<file path="config.mk">
export PLATFORM = sky130hd
export DESIGN_NAME = pipe_stage_reg
export DESIGN_NICKNAME = d
export VERILOG_FILES = /design/src/rtl/pipe_stage_reg.sv
export SDC_FILE = /design/constraint.sdc
export NUM_CORES = 1
export LEC_CHECK = 0
export ABC_AREA = 1
export CAP_MARGIN = 0
export CORE_UTILIZATION = 50
export DETAILED_ROUTE_END_ITERATION = 6
export GPL_TIMING_DRIVEN = 0
export PLACE_DENSITY = 0.78
export SYNTH_ARGS = -nofsm -noshare
export SYNTH_HDL_FRONTEND = slang
export SYNTH_SLANG_ARGS = --single-unit
</file>
<file path="constraint.sdc">
create_clock -name clk -period 4.6 [get_ports clk]
set_input_delay 0.92 -clock clk [delete_from_list [all_inputs] [get_ports clk]]
set_output_delay 0.92 -clock clk [all_outputs]
set_load 0.01 [all_outputs]
</file>
<file path="src/rtl/pipe_stage_reg.sv">
// Generic pipeline stage register with a valid/ready handshake, bubble/flush hazard handling,
// an optional 2-entry skid buffer and saturating bubble/flush performance counters.
module pipe_stage_reg #(
    parameter int               WIDTH     = 32,
    parameter logic [WIDTH-1:0] NOP_VALUE = '0,
    parameter int               SKID      = 1,
    parameter int               CNT_W     = 16
) (
    input  logic             clk,
    input  logic             rst,
    input  logic             flush,
    input  logic             bubble,
    input  logic             in_valid,
    output logic             in_ready,
    input  logic [WIDTH-1:0] in_data,
    output logic             out_valid,
    input  logic             out_ready,
    output logic [WIDTH-1:0] out_data,
    output logic [CNT_W-1:0] bubble_cnt,
    output logic [CNT_W-1:0] flush_cnt
);

    // ONE doubles as FULL when SKID=0; TWO is only reachable with the skid entry.
    localparam logic [1:0] EMPTY = 2'd0;
    localparam logic [1:0] ONE   = 2'd1;
    localparam logic [1:0] TWO   = 2'd2;

    logic [1:0]       state_q, state_d;
    logic [WIDTH-1:0] main_q, main_d;
    logic [WIDTH-1:0] skid_q, skid_d;
    logic [CNT_W-1:0] bubble_cnt_q, flush_cnt_q;
    logic             accept, drain;

    assign out_valid = (state_q != EMPTY);
    assign out_data  = out_valid ? main_q : NOP_VALUE;
    assign drain     = out_valid & out_ready;
    assign accept    = in_valid & in_ready & ~bubble & ~flush;

    generate
        if (SKID != 0) begin : g_skid
            // Depends on registered state only, so out_ready never reaches in_ready.
            assign in_ready = (state_q != TWO);
        end else begin : g_noskid
            assign in_ready = ~out_valid | out_ready;
        end
    endgenerate

    always_comb begin
        state_d = state_q;
        main_d  = main_q;
        skid_d  = skid_q;
        if (flush) begin
            state_d = EMPTY;
        end else begin
            case (state_q)
                EMPTY: begin
                    if (accept) begin
                        main_d  = in_data;
                        state_d = ONE;
                    end
                end
                ONE: begin
                    if (accept && (drain || SKID == 0)) begin
                        main_d = in_data;
                    end else if (accept) begin
                        skid_d  = in_data;
                        state_d = TWO;
                    end else if (drain) begin
                        state_d = EMPTY;
                    end
                end
                TWO: begin
                    if (drain) begin
                        main_d  = skid_q;
                        state_d = ONE;
                    end
                end
                default: state_d = EMPTY;
            endcase
        end
    end

    always_ff @(posedge clk or posedge rst) begin
        if (rst) begin
            state_q <= EMPTY;
            main_q  <= NOP_VALUE;
            skid_q  <= NOP_VALUE;
        end else begin
            state_q <= state_d;
            main_q  <= main_d;
            skid_q  <= skid_d;
        end
    end

    // Flush takes precedence: a flush&bubble cycle counts as a flush only.
    always_ff @(posedge clk or posedge rst) begin
        if (rst) begin
            bubble_cnt_q <= '0;
            flush_cnt_q  <= '0;
        end else begin
            if (flush && flush_cnt_q != '1)
                flush_cnt_q <= flush_cnt_q + 1'b1;
            if (bubble && !flush && bubble_cnt_q != '1)
                bubble_cnt_q <= bubble_cnt_q + 1'b1;
        end
    end

    assign bubble_cnt = bubble_cnt_q;
    assign flush_cnt  = flush_cnt_q;

endmodule

</file>
==> impl_metrics.tcl, run 1 <==
set metrics [dict create \
    status "finished clean" \
    syn_avg_cell_area_um2 7.23 \
    ys_warn_count 0 \
    drt_wl_total_um 11800 \
    hp-start "skid_q[16]" \
    wl_met3_um 484 \
    grt_pass1_vias 4353 \
    tns_ps 0 \
    min_period_over_period 0.664 \
    clock_sinks 98 \
    wire_per_inst_um 12.3 \
    wl_met2_um 5660 \
    finalCriticalPeriod_ps 3060 \
    drive_above_1_share 0.0560 \
    vias 4738 \
    path_max_fanout 10 \
    grtUsageTotal 0.238 \
    path_clk_slew_ps 100 \
    cts_tree "done" \
    diodes 0 \
    drtIter0Drc 172 \
    powerDensity_nw_per_um2 386 \
    synthCells 702 \
    synth_flop_cell "dfrtp_1" \
    finalSetupViolCount 0 \
    fp.dieW_um 103 \
    numPortBuffers 103 \
    leakage_uw 0.00309 \
    cts_resized 0 \
    final_cell_area_um2 6480 \
    relSlewSlack 0.645 \
    worstPathArrival_ps 2140 \
    yosys.area.top_type "dfrtp_1" \
    yosysMostFrequentCell "nand2_1" \
    grt_start_max_net_pins 72 \
    synth_edf_count 0 \
    cts_buffer_depth 2 \
    placed_cell_area_um2 6300 \
    hold_ws_ps 502 \
    grt_pass1_wl_um 19500 \
    overflow 0 \
    grt_setup_unrepaired "false" \
    start_util 0.517 \
    dieArea_um2 10600 \
    endpoint "out_data[12]" \
    min_path_type "reg -> reg" \
    post-dp-hpwl_um 8820 \
    synthArstFlopShare 1.00 \
    antenna_found_initial 0 \
    cts.hold.buffers_added 0 \
    clkLatencyLatePin_ps 360 \
    synthTopCellsByArea "dfrtp_1, nand2_1, nor2_1" \
    top_layer "met4" \
    path_class "reg -> out" \
    viasPerCell 4.96 \
    vdd_drop_max_v 0.000218 \
    ys_top_cells_by_count "nand2_1, dfrtp_1, nor2_1, inv_1, o21ai_0" \
    gp_congestion 0.861 \
    dr.pass1.iters 4 \
    fmax_mhz 327 \
    numCtsBuffers 9 \
    fin_skew_ps 9.01 \
    cp.required_ps 3680 \
    syn_nets 742 \
    hold_viol 0 \
    areaGrowthSynthToFinish_pct 27.7 \
    worst_pin_slew_ps 533 \
    synth_top_area_share 0.483 \
    die_y_um 103 \
    ios 104 \
    cts-root-buf "clkbuf_8" \
    ant_nets 0 \
    maxCapViolations 0 \
    reg2reg_depth 9 \
    synth_seq_cells 98 \
    netlist_area_um2 5070 \
    r2r_setup_slack_ps 2680 \
    wl_met1_um 5390 \
    drcViolationCount 0 \
    drv_slew 0 \
    htreeDepth 3 \
    end_kind "output port" \
    critPathLaunch "state_q[0]" \
    ys_seq_area_frac 0.483 \
    row_count 36 \
    fin_nets 857 \
    final_core_util 0.660 \
    post-cts-setup-buffer-count 0 \
    core_area_um2 9820 \
    cp-start-kind "flip-flop" \
    synth.distinct_cells 25 \
    r2r-end "bubble_cnt[4]" \
    r2r-start "bubble_cnt[0]" \
]
-- power by group --
group | internal, µW | switching [µW]
registers | 1090 | 118
logic | 380 | 396
clock network | 214 | 304
-- per-stage QoR --
stage | setup WS (ps) | std cells | power [µW]
floorplan | 1120 | 702 | 1640
global placement | -317 | 938 | 1970
detailed placement | 1940 | 939 | 2010
CTS | 1530 | 955 | 2520
global route | 1430 | 955 | 2670
finish | 1540 | 955 | 2500
-- worst min-delay path by stage --
stage                       endpoint  slack, ps  cells after the start
final                     skid_q[16]        500                      2
after global routing      skid_q[20]        530                      2
after CTS                 skid_q[20]        510                      2
after detailed placement  skid_q[20]        480                      2
after global placement    skid_q[18]        470                      2
after floorplan           skid_q[14]        450                      2
-- area by class of cell --
class / instances / area (µm²)
fill: 901 / 3340
timing repair buffer: 104 / 1060
clock buffer: 11 / 141
multi-input combinational: 483 / 2130
buffer: 26 / 129
sequential: 98 / 2450
clock inverter: 5 / 37.5
inverter: 95 / 362
tap: 133 / 166
-- sequential cells by signal, summed over array words and instances (netlist names) --
name	cells
bubble_cnt	16
flush_cnt	16
main_q	32
skid_q	32
state_q	2
-- cells in the final DEF (no fill, tap or decap) --
master and n:
o21ai_1 34, clkbuf_8 10, clkinv_2 1, nand4_1 10, buf_6 2, ha_1 2
inv_1 87, nand3_1 18, clkdlybuf4s50_1 103, inv_4 2, buf_16 1, clkinv_4 1
xor2_1 1, nor2_1 90, nor3_2 1, buf_4 1, dfrtp_1 98, inv_2 6
clkinvlp_4 2, o21ai_4 1, nor2_2 2, a21oi_1 24, o21ai_0 49, xnor2_1 13
nand2_4 1, nor2_4 2, buf_2 10, nand2_2 2, clkbuf_1 13, nand2_1 233
inv_6 1, buf_1 1
-- critical path, cell delays in order (launching register included) --
cell	delay, ps
dfrtp_1	410
inv_2	100
nand2_1	80
inv_2	130
clkbuf_1	420
nor2_1	130
clkdlybuf4s50_1	510
-- kinds of logic (layout without fill, tap and decap cells) --
group | count (synthesis) | after routing | share of synthesized area
and+or+nand+nor | 359 | 359 | 0.283
xor gates and xnor gates | 14 | 14 | 0.0242
buffers and inverters | 121 | 241 | 0.0962
AOI/OAI and AO/OA | 108 | 108 | 0.109
DFF | 98 | 98 | 0.483
adders and majority gates | 2 | 2 | 0.00493
-- per-layer routing --
layer	up-vias	global-route usage
met2	114	0.387
met4	0	0.0997
met5	-	0
met3	19	0.0292
met1	2213	0.322
li1	2392	-
No activity file was read; power rests on OpenSTA's default activity.
==> run 2: changes to the inputs <==
--- a/config.mk
+++ b/config.mk
@@ -7,10 +7,10 @@
 export LEC_CHECK = 0
 export ABC_AREA = 1
 export CAP_MARGIN = 0
-export CORE_UTILIZATION = 50
+export CORE_UTILIZATION = 47
 export DETAILED_ROUTE_END_ITERATION = 6
 export GPL_TIMING_DRIVEN = 0
-export PLACE_DENSITY = 0.78
+export PLACE_DENSITY = 0.77
 export SYNTH_ARGS = -nofsm -noshare
 export SYNTH_HDL_FRONTEND = slang
 export SYNTH_SLANG_ARGS = --single-unit
==> constraint.sdc (replaced) <==
create_clock -name clk -period 2.7 [get_ports clk]
set_input_delay 0.54 -clock clk [delete_from_list [all_inputs] [get_ports clk]]
set_output_delay 0.54 -clock clk [all_outputs]
set_load 0.01 [all_outputs]
==> run 2 against run 1 <==
Non-clock buffer count increased by 1; die area is 6.3% higher; clock-buffer cell count stayed put; first-iteration DRC count rose by 28%; global-route usage fell by 0.72 points; critical path depth stayed put; cell area increased by 0.70%; utilization shrank 3.3 points.
==> impl_metrics.tcl, run 2 (same netlist as run 1, synthesis figures left out) <==
set metrics [dict create \
    status "finished clean" \
    pre_cts_ws_ps 379 \
    drcViolationCount 0 \
    cts.hold.buffers_added 0 \
    fmax_mhz 389 \
    instances_no_fill 959 \
    fill_cells 932 \
    largestRegisters "main_q (32), skid_q (32)" \
    numPortBuffers 103 \
    path_max_fanout 10 \
    post-dp-hpwl_um 9070 \
    drive_above_1_share 0.0608 \
    cts_buffer_depth 2 \
    finalSetupViolCount 0 \
    fin_nets 858 \
    die_y_um 106 \
    htreeDepth 3 \
    relSlewSlack 0.530 \
    wl_met1_um 5510 \
    cp_slowest_stage_delay_ps 560 \
    start_util 0.487 \
    cp_top_family "buffers and inverters" \
    wire_per_inst_um 12.7 \
    wl_met2_um 5900 \
    hold_viol 0 \
    maxCapViolations 0 \
    min_path_type "reg -> reg" \
    viasPerCell 4.87 \
    vdd_drop_max_v 0.000338 \
    final_core_util 0.626 \
    path_cells "inv_2 > nand2_1 > inv_2 > clkbuf_2 > nor2_1 > clkdlybuf4s50_1" \
    finalCriticalPeriod_ps 2570 \
    cp.required_ps 2160 \
    top_layer "met4" \
    dieArea_um2 11200 \
    slowest_stage "clkdlybuf4s50_1" \
    grt_pass1_wl_um 20500 \
    vias 4672 \
    critPathBufInv 4 \
    grt_setup_unrepaired "false" \
    wl_met3_um 460 \
    path_class "reg -> out" \
    row_count 37 \
    worstPathArrival_ps 2030 \
    layout_common_cells "nand2_1, clkdlybuf4s50_1, dfrtp_1, nor2_1, inv_1" \
    fin_skew_ps 8.62 \
    cts_tree "done" \
    ant_nets 0 \
    mostFrequentLayoutCell "nand2_1" \
    worst_pin_slew_ps 703 \
    ios 104 \
    overflow 0 \
    powerDensity_nw_per_um2 672 \
    clock_sinks 98 \
    fin_ws_ps 133 \
    fp.dieW_um 106 \
    diodes 0 \
    drv_slew 0 \
    leakage_uw 0.00312 \
    min_period_over_period 0.951 \
    gp_congestion 0.826 \
    fin_total_pwr_uw 4390 \
    core_area_um2 10400 \
    path_clk_slew_ps 90 \
    cp_common_cell "inv_2" \
    clkLatencyLatePin_ps 380 \
    areaGrowthSynthToFinish_pct 28.6 \
    drt_wl_total_um 12200 \
    cp-start-kind "flip-flop" \
    placedCellCount 943 \
    grtUsageTotal 0.230 \
    placed_cell_area_um2 6320 \
    drtIter0Drc 221 \
    numCtsBuffers 9 \
    antenna_found_initial 0 \
    grt_start_max_net_pins 38 \
    end_kind "output port" \
    cts-root-buf "clkbuf_8" \
    final_cell_area_um2 6530 \
    grt_pass1_vias 4447 \
    dr.pass1.iters 4 \
]
run 2: cell types whose count changed in the layout (fill, tap and decap cells not counted), sizes merged:
| cell | previous run | this run |
|---|---|---|
| bufinv | 0 | 1 |
| buf | 15 | 16 |
| clkinvlp | 2 | 1 |
run 2: worst register-to-register path, stage by stage, from the launching register on:
cell	delay, ps
dfrtp_1	470
ha_1	310
inv_1	110
nor2_4	180
nand2_2	110
o21ai_4	330
inv_4	80
buf_6	150
nand2_1	60
nand2_1	50
run 2: through the flow:
stage                     TNS [ps]  hold slack (ps)
after global placement        -921              466
final                            0              495
after floorplan                  0              453
after CTS                        0              499
after detailed placement         0              475
after global routing             0              533
run 2: worst paths after layout:
kind | start | end | slack, ps | cells after the start
setup reg to reg | bubble_cnt[0] | bubble_cnt[7] | 770 | 9
min in group asynchronous | rst | flush_cnt[14] | 610 | 2
hold / removal | skid_q[17] | skid_q[17] | 490 | 2
setup / recovery | state_q[1] | out_data[13] | 130 | 6
hold reg to reg | skid_q[17] | skid_q[17] | 490 | 2
max in group asynchronous | rst | main_q[24] | 1480 | 3
run 2: final cells by class:
cell class | instances | area [µm²] | area share
Sequential cell | 98 | 2450 | 0.376
Multi-Input combinational cell | 483 | 2130 | 0.327
Timing Repair Buffer | 105 | 1070 | 0.164
Inverter | 95 | 363 | 0.0556
Tap cell | 136 | 170 | 0.0261
Clock buffer | 11 | 141 | 0.0217
Buffer | 26 | 133 | 0.0203
Clock inverter | 5 | 61.3 | 0.00940
run 2: power by group:
group	switching, µW	internal (µW)	leakage, µW
Clock	535	461	0.000104
Combinational	680	651	0.00181
Sequential	202	1860	0.00120
Total	1420	2970	0.00312
run 2: what timing repair did:
item                       CTS  global route
buffers inserted             0             0
gates resized for setup      1             4
setup endpoints to repair    5            20
pin swaps                    0             0
gates cloned                 0             0
run 2: metal layers:
metal | vias to the layer above | track usage
met5 | - | 0
met4 | 0 | 0.108
met3 | 21 | 0.0258
met2 | 110 | 0.380
met1 | 2150 | 0.305
li1 | 2391 | -
==> run 3: changes to the inputs <==
--- a/config.mk
+++ b/config.mk
@@ -7,6 +7,7 @@
 export LEC_CHECK = 0
 export ABC_AREA = 1
 export CAP_MARGIN = 0
+export CORE_MARGIN = 4
 export CORE_UTILIZATION = 47
 export DETAILED_ROUTE_END_ITERATION = 6
 export GPL_TIMING_DRIVEN = 0
==> run 3 against run 2 <==
Sequential power is essentially flat; utilization barely moved; highest routed layer unchanged; setup slack better by 31 ps; register-to-register slack hardly changed; clock skew fell by 0.76 ps; non-clock buffer count stayed put; flip-flop and latch count stayed put; global-route usage shrank 2.3 points; largest power group unchanged; clock-buffer cell count is 2 lower; power decreased by 0.44%; die area increased by 12%; sequential share of layout area about the same; critical path type unchanged.
==> impl_metrics.tcl, run 3 (same netlist as run 1, synthesis figures left out) <==
set metrics [dict create \
    status "finished clean" \
    fin_nets 858 \
    drive_above_1_share 0.0620 \
    min_path_type "reg -> reg" \
    diodes 0 \
    gp_congestion 0.848 \
    end_kind "output port" \
    vias 4733 \
    fill_cells 938 \
    grt_start_max_net_pins 44 \
    fmax_mhz 394 \
    dieArea_um2 12500 \
    cts_buffer_depth 2 \
    r2r_setup_slack_ps 770 \
    largestRegisters "main_q (32), skid_q (32)" \
    post-cts-setup-buffer-count 0 \
    maxCapViolations 0 \
    grt_setup_unrepaired "false" \
    grtUsageTotal 0.207 \
    fin_total_pwr_uw 4370 \
    clkLatencyLatePin_ps 370 \
    worstPathArrival_ps 2000 \
    path_class "reg -> out" \
    leakage_uw 0.00311 \
    placed_cell_area_um2 6320 \
    ant_nets 0 \
    ios 104 \
    overflow 0 \
    pre_cts_ws_ps 394 \
    clock_sinks 98 \
    cts_tree "done" \
    post-dp-hpwl_um 9470 \
    areaGrowthSynthToFinish_pct 28.5 \
    wire_per_inst_um 13.0 \
    htreeDepth 3 \
    path_max_fanout 10 \
    grt_pass1_wl_um 21500 \
    drcViolationCount 0 \
    viasPerCell 4.94 \
    numCtsBuffers 9 \
    dr.pass1.iters 5 \
    die_y_um 112 \
    relSlewSlack 0.643 \
    fin_skew_ps 7.86 \
    numPortBuffers 103 \
    tns_ps 0 \
    finalCriticalPeriod_ps 2540 \
    start_util 0.487 \
    mostFrequentLayoutCell "nand2_1" \
    cp-start-kind "flip-flop" \
    min_period_over_period 0.939 \
    grt_pass1_vias 4576 \
    path_clk_slew_ps 100 \
    row_count 37 \
    antenna_found_initial 0 \
    fin_ws_ps 164 \
    hold_viol 0 \
    powerDensity_nw_per_um2 670 \
    worst_pin_slew_ps 535 \
    vdd_drop_max_v 0.000356 \
    fp.dieW_um 112 \
    layout_common_cells "nand2_1, clkdlybuf4s50_1, dfrtp_1, nor2_1, inv_1" \
    drt_wl_total_um 12500 \
    cp.required_ps 2160 \
    final_core_util 0.626 \
    finalSetupViolCount 0 \
    final_cell_area_um2 6520 \
    drtIter0Drc 281 \
    drv_slew 0 \
    core_area_um2 10400 \
    cts-root-buf "clkbuf_8" \
]
## run 3: changes by cell type in the layout (fill, tap and decap cells not counted), sizes merged
cell | before | now
clkbuf | 23 | 21
inv | 96 | 97
clkinvlp | 1 | 2
## run 3: path summary, 6_finish.rpt
path                          startpoint              to  cells after the start
setup / recovery              state_q[1]    out_data[12]                      6
hold / removal                skid_q[16]      skid_q[16]                      2
setup reg to reg           bubble_cnt[0]   bubble_cnt[9]                      9
hold reg to reg               skid_q[16]      skid_q[16]                      2
max in group asynchronous            rst  bubble_cnt[12]                      3
min in group asynchronous            rst   bubble_cnt[1]                      2
## run 3: repair_timing
item / in CTS / in global routing
hold buffers: 0 / 0
resized for setup: 1 / 4
endpoints found under the setup margin: 2 / 17
## run 3: metrics by stage
stage / hold slack, ps / instances
2_1_floorplan: 453 / 702
3_3_place_gp: 466 / 941
3_5_place_dp: 473 / 943
4_1_cts: 498 / 959
5_1_grt: 533 / 959
6_report: 489 / 959
## run 3: report_power, final
group / leakage (µW) / switching (µW) / internal (µW) / total, µW
logic: 0.00181 / 689 / 652 / 1340
clock network: 0.000100 / 534 / 435 / 969
registers: 0.00120 / 200 / 1860 / 2060
total: 0.00311 / 1420 / 2940 / 4370
## run 3: critical path: stages, from the launching register on
cell and delay (ps):
dfrtp_1 440, inv_2 50, nand2_1 80, inv_2 80, clkbuf_2 220, nor2_1 200
clkdlybuf4s50_1 570
## run 3: final cells by class
| type | instances | area [µm²] | area share |
|---|---|---|---|
| flip-flops and latches | 98 | 2450 | 0.376 |
| multi-input cells | 483 | 2130 | 0.327 |
| repair buffers | 105 | 1070 | 0.164 |
| inverters | 95 | 363 | 0.0557 |
| well taps | 136 | 170 | 0.0261 |
| plain buffers | 26 | 133 | 0.0203 |
| clock buffers | 9 | 124 | 0.0190 |
| clock inverters | 7 | 73.8 | 0.0113 |
## run 3: routing by layer
layer / up-vias / track usage / part of all wire
li1: 2400 / - / -
met1: 2210 / 0.278 / 0.44
met2: 108 / 0.348 / 0.50
met3: 15 / 0.0277 / 0.046
met4: 0 / 0.0673 / 0.016
met5: - / 0 / 0
